### src/rtl/nor_sweep_pkg.sv
// Shared types and sizing helpers for the NOR-gate exhaustive sweep sequencer.
package nor_sweep_pkg;

  typedef enum logic [1:0] {
    IDLE   = 2'd0,
    SETTLE = 2'd1,
    SAMPLE = 2'd2,
    DONE   = 2'd3
  } state_t;

  localparam int NUM_IN_MIN = 2;
  localparam int NUM_IN_MAX = 6;

  function automatic int pat_count(input int num_in);
    return 1 << num_in;
  endfunction

  function automatic int err_width(input int num_in);
    return num_in + 1;
  endfunction

endpackage

### src/rtl/nor_gate_sweep_ctrl_settle_timer.sv
// Load/decrement settle counter; zero flags the end of a pattern's settle window.
module settle_timer #(
  parameter int SETTLE_CYC = 2
) (
  input  logic clk,
  input  logic rst,
  input  logic load,
  input  logic dec,
  output logic zero
);

  localparam int TW = (SETTLE_CYC > 1) ? $clog2(SETTLE_CYC) : 1;
  localparam logic [TW-1:0] LOAD_VAL = TW'(SETTLE_CYC - 1);

  generate
    if (SETTLE_CYC < 1) begin : g_bad_settle
      $error("settle_timer: SETTLE_CYC must be at least 1");
    end
  endgenerate

  logic [TW-1:0] cnt_q, cnt_d;

  always_comb begin
    cnt_d = cnt_q;
    if (load) begin
      cnt_d = LOAD_VAL;
    end else if (dec && (cnt_q != '0)) begin
      cnt_d = cnt_q - TW'(1);
    end
  end

  always_ff @(posedge clk) begin
    if (rst) begin
      cnt_q <= '0;
    end else begin
      cnt_q <= cnt_d;
    end
  end

  assign zero = (cnt_q == '0);

endmodule

### src/rtl/nor_gate_sweep_ctrl.sv
// Clocked exhaustive sweep of a NUM_IN-input NOR with two implementations (d, e),
// recording per-pattern mismatches against a golden NOR and a final verdict.
module nor_gate_sweep_ctrl
  import nor_sweep_pkg::*;
#(
  parameter int NUM_IN     = 3,
  parameter int SETTLE_CYC = 2
) (
  input  logic                           clk,
  input  logic                           rst,
  input  logic                           start,
  input  logic                           abort,
  output logic [NUM_IN-1:0]              pat_out,
  input  logic                           d_in,
  input  logic                           e_in,
  output logic                           busy,
  output logic                           done,
  output logic                           pass,
  output logic [err_width(NUM_IN)-1:0]   err_count,
  output logic [pat_count(NUM_IN)-1:0]   fail_vec
);

  localparam int P    = pat_count(NUM_IN);
  localparam int EW   = err_width(NUM_IN);
  localparam logic [NUM_IN-1:0] IDX_LAST = '1;

  generate
    if (NUM_IN < NUM_IN_MIN || NUM_IN > NUM_IN_MAX) begin : g_bad_num_in
      $error("nor_gate_sweep_ctrl: NUM_IN out of legal range");
    end
  endgenerate

  state_t            state_q, state_d;
  logic [NUM_IN-1:0] idx_q, idx_d;
  logic [EW-1:0]     err_q, err_d;
  logic [P-1:0]      fail_q, fail_d;
  logic              pass_q, pass_d;
  logic              tmr_load, tmr_dec, tmr_zero;
  logic              exp_bit, mismatch;

  settle_timer #(
    .SETTLE_CYC(SETTLE_CYC)
  ) u_settle_timer (
    .clk  (clk),
    .rst  (rst),
    .load (tmr_load),
    .dec  (tmr_dec),
    .zero (tmr_zero)
  );

  // A pattern counts once even when both implementations disagree with the golden value.
  assign exp_bit  = ~|idx_q;
  assign mismatch = (d_in != exp_bit) | (e_in != exp_bit);

  always_comb begin
    state_d  = state_q;
    idx_d    = idx_q;
    err_d    = err_q;
    fail_d   = fail_q;
    pass_d   = pass_q;
    tmr_load = 1'b0;
    tmr_dec  = 1'b0;

    if (abort) begin
      state_d = IDLE;
      idx_d   = '0;
      pass_d  = 1'b0;
    end else begin
      case (state_q)
        IDLE, DONE: begin
          if (start) begin
            state_d  = SETTLE;
            idx_d    = '0;
            err_d    = '0;
            fail_d   = '0;
            pass_d   = 1'b0;
            tmr_load = 1'b1;
          end
        end
        SETTLE: begin
          if (tmr_zero) begin
            state_d = SAMPLE;
          end else begin
            tmr_dec = 1'b1;
          end
        end
        SAMPLE: begin
          if (mismatch) begin
            err_d         = err_q + EW'(1);
            fail_d[idx_q] = 1'b1;
          end
          if (idx_q == IDX_LAST) begin
            state_d = DONE;
            pass_d  = (err_d == '0);
          end else begin
            state_d  = SETTLE;
            idx_d    = idx_q + NUM_IN'(1);
            tmr_load = 1'b1;
          end
        end
        default: state_d = IDLE;
      endcase
    end
  end

  always_ff @(posedge clk) begin
    if (rst) begin
      state_q <= IDLE;
      idx_q   <= '0;
      err_q   <= '0;
      fail_q  <= '0;
      pass_q  <= 1'b0;
    end else begin
      state_q <= state_d;
      idx_q   <= idx_d;
      err_q   <= err_d;
      fail_q  <= fail_d;
      pass_q  <= pass_d;
    end
  end

  assign pat_out   = idx_q;
  assign busy      = (state_q == SETTLE) || (state_q == SAMPLE);
  assign done      = (state_q == DONE);
  assign pass      = pass_q;
  assign err_count = err_q;
  assign fail_vec  = fail_q;

endmodule

### config.mk
export PLATFORM = sky130hd
export DESIGN_NAME = nor_gate_sweep_ctrl
export DESIGN_NICKNAME = d
export VERILOG_FILES = /design/src/rtl/nor_sweep_pkg.sv /design/src/rtl/nor_gate_sweep_ctrl_settle_timer.sv /design/src/rtl/nor_gate_sweep_ctrl.sv
export SDC_FILE = /design/constraint.sdc
export NUM_CORES = 1
export LEC_CHECK = 0
export ABC_AREA = 1
export CAP_MARGIN = 20
export CORE_MARGIN = 3
export CORE_UTILIZATION = 50
export CTS_CLUSTER_DIAMETER = 120
export DETAILED_ROUTE_END_ITERATION = 16
export HOLD_SLACK_MARGIN = 0.08
export PLACE_DENSITY_LB_ADDON = 0.05
export SLEW_MARGIN = 20
export SYNTH_ARGS = -nofsm -noshare
export SYNTH_HDL_FRONTEND = slang
export SYNTH_SLANG_ARGS = --single-unit
### constraint.sdc
create_clock -name clk -period 2 [get_ports clk]
set_input_delay 0.4 -clock clk [delete_from_list [all_inputs] [get_ports clk]]
set_output_delay 0.4 -clock clk [all_outputs]
set_load 0.01 [all_outputs]
==> metrics.yaml <==
status: "finished, final reports clean"
reg2reg_depth: 11
end_kind: "output port"
grt_overflow_total: 0
crit_required_ns: 1.60
drv_slew: 0
final_cell_mix: "nand2_1 (41), inv_1 (24), clkdlybuf4s50_1 (22)"
tightestPinTransition_ns: 0.342
die_y_microns: 53.7
cp.depth: 4
hpwlAfterDp_microns: 1870
postCtsSetupBuffers: 0
drv_cap: 0
grt_pass1_vias: 1009
path_clk_slew_ns: 0.11
fin_ws_ns: 0.154
pre_cts_slack_ns: 0.163
arrival_ns: 1.45
synth_xor_xnor_area_share_pct: 0
wl_microns: 2350
globalplace.congestion: 0.853
fin_util_pct: 69.4
clkLatencyLatePin_ns: 0.29
cts_tree: "yes"
yosysWarningCount: 0
yosysUniqueCellTypes: 19
slowest_delay_ns: 0.38
rows: 16
final_antenna_net_count: 0
synth_fa_ha_area_share_pct: 8.78
drtIter0Drc: 25
drt_first_pass_iters: 4
fmax_mhz: 542
yosysSeqAreaShare_pct: 33.4
drc: 0
synth_seq_cells: 19
synthCells: 157
cts_root_buf: "clkbuf_4"
whs_path_depth: 2
slowest_stage: "dfxtp_2"
worstSetupPathType: "reg2out"
cts_htree_levels: 1
irDropWorstVdd_uv: 533
path_cells: "inv_1, ha_1, inv_1, dlygate4sd2_1"
io_pins: 24
synth_compound_area_share_pct: 15.7
portBuffers: 23
grt.total_usage_pct: 19.3
crit_family: "buffers and inverters"
synthMuxAreaShare_pct: 0
synth_area_per_cell_sq_um: 7.26
fin_crit_ns: 1.85
setup_tns_ns: 0
max-clock-path-buffers: 2
syn_area_sq_um: 1140
synthSimpleGateAreaFrac_pct: 32.6
die-area_sq_um: 2890
final_common_cell: "nand2_1"
cts_made_buffers: 3
initial_core_util_pct: 55.3
clock-sinks: 19
setup_viol: 0
hold_path_class: "reg2reg"
worst-path-buf-inv: 3
chipWidth_microns: 53.7
grt_pass1_wl_microns: 4110
fin_nets: 199
syn2layout_area_growth_pct: 25.6
grt_max_degree: 12
n_fill_cell: 167
vias: 1041
leakagePower_nw: 0.578
slew_headroom_pct: 77.2
synth_top_family_by_area: "simple AND/OR/NAND/NOR gates"
power.density_nw_per_um2: 463
layout-drive-gt1-share_pct: 19.6
cpMostUsedCell: "inv_1"
antenna_found_initial: 0
fin_crit_sh_pct: 92.3
detail_route.wl_per_cell_microns: 11.1
hold_viol: 0
hold_ws_ns: 0.465
via_per_inst: 4.93
finalPower_uw: 663
core_sq_um: 2060
rsz0062_at_grt: "false"
clock_skew_ns: 0.00560
syn_nets: 171
cp_max_fo: 5
start_kind: "flop"
antennaDiodeCount: 0
-- cells in the mapped netlist (all sizes together) --
cell	number	share of area, %
nand2	50	20
inv	29	9.6
a21oi	20	12
dfxtp	19	33
nor2	15	8.0
ha	8	8.8
nand3	8	3.5
o21ai	4	1.8
a31oi	1	0.55
nand4	1	0.55
o21bai	1	1.6
or2	1	0.77
-- worst register-to-register path, cell delays in order (launching register included) --
cell and delay, ns:
dfxtp_1 0.49, inv_1 0.14, ha_1 0.25, inv_1 0.07, nor2_2 0.04, nand2_4 0.09
nand2_4 0.08, nand2_2 0.08, nand2_4 0.07, nor2_4 0.13, nand2_1 0.08, a21oi_2 0.13
-- final cells by class --
type	instances	area [sq um]	share of cell area, %
flip-flops and latches	19	382	26.7
inverters	29	109	7.60
multi-input cells	109	651	45.5
repair buffers	23	229	16.0
well taps	27	33.8	2.36
clock inverters	1	5.00	0.350
clock buffers	3	22.5	1.57
-- report_power, final --
part / total [mW] / leakage, nW / internal (mW) / switching (mW)
Sequential: 0.386 / 0.154 / 0.383 / 0.00307
Combinational: 0.0844 / 0.407 / 0.0324 / 0.0520
Clock: 0.193 / 0.0177 / 0.0744 / 0.118
-- timing repair --
item                                    CTS  global route
hold buffers                              0             0
endpoints found under the setup margin    1             0
gates resized for setup                   2             0
-- final timing paths --
kind	end	slack [ns]	from
worst max-delay path	busy	0.15	state_q[0]
worst min-delay path	fail_vec[5]	0.46	fail_vec[5]
worst max register to register	fail_vec[2]	0.30	pat_out[0]
worst min register to register	fail_vec[5]	0.46	fail_vec[5]
-- stage by stage --
step,cell area (sq um),std cells
after floorplan,1140,157
after global placement,1400,207
after detailed placement,1400,207
after CTS,1430,211
after global routing,1430,211
final,1430,211
-- cells by family after synthesis --
group	count (synthesis)
AND/OR/NAND/NOR	75
buffers and inverters	29
AO/OA/AOI/OAI	26
flip-flops	19
adder cells (fa/ha/maj)	8
-- registers in the layout, indices dropped and copies added (netlist names) --
| name | count |
|---|---|
| u_settle_timer.cnt_q | 1 |
| state_q | 2 |
| pat_out | 3 |
| err_count | 4 |
| pass | 1 |
| fail_vec | 8 |
-- per-layer routing --
metal	part of all wire, %	track usage (%)	routed length, microns
met1	45	23.2	1060
met2	51	34.1	1200
met3	3.4	3.32	81
met4	0.55	6.38	13
met5	0	0	0
No activity file was read; power rests on OpenSTA's default activity.
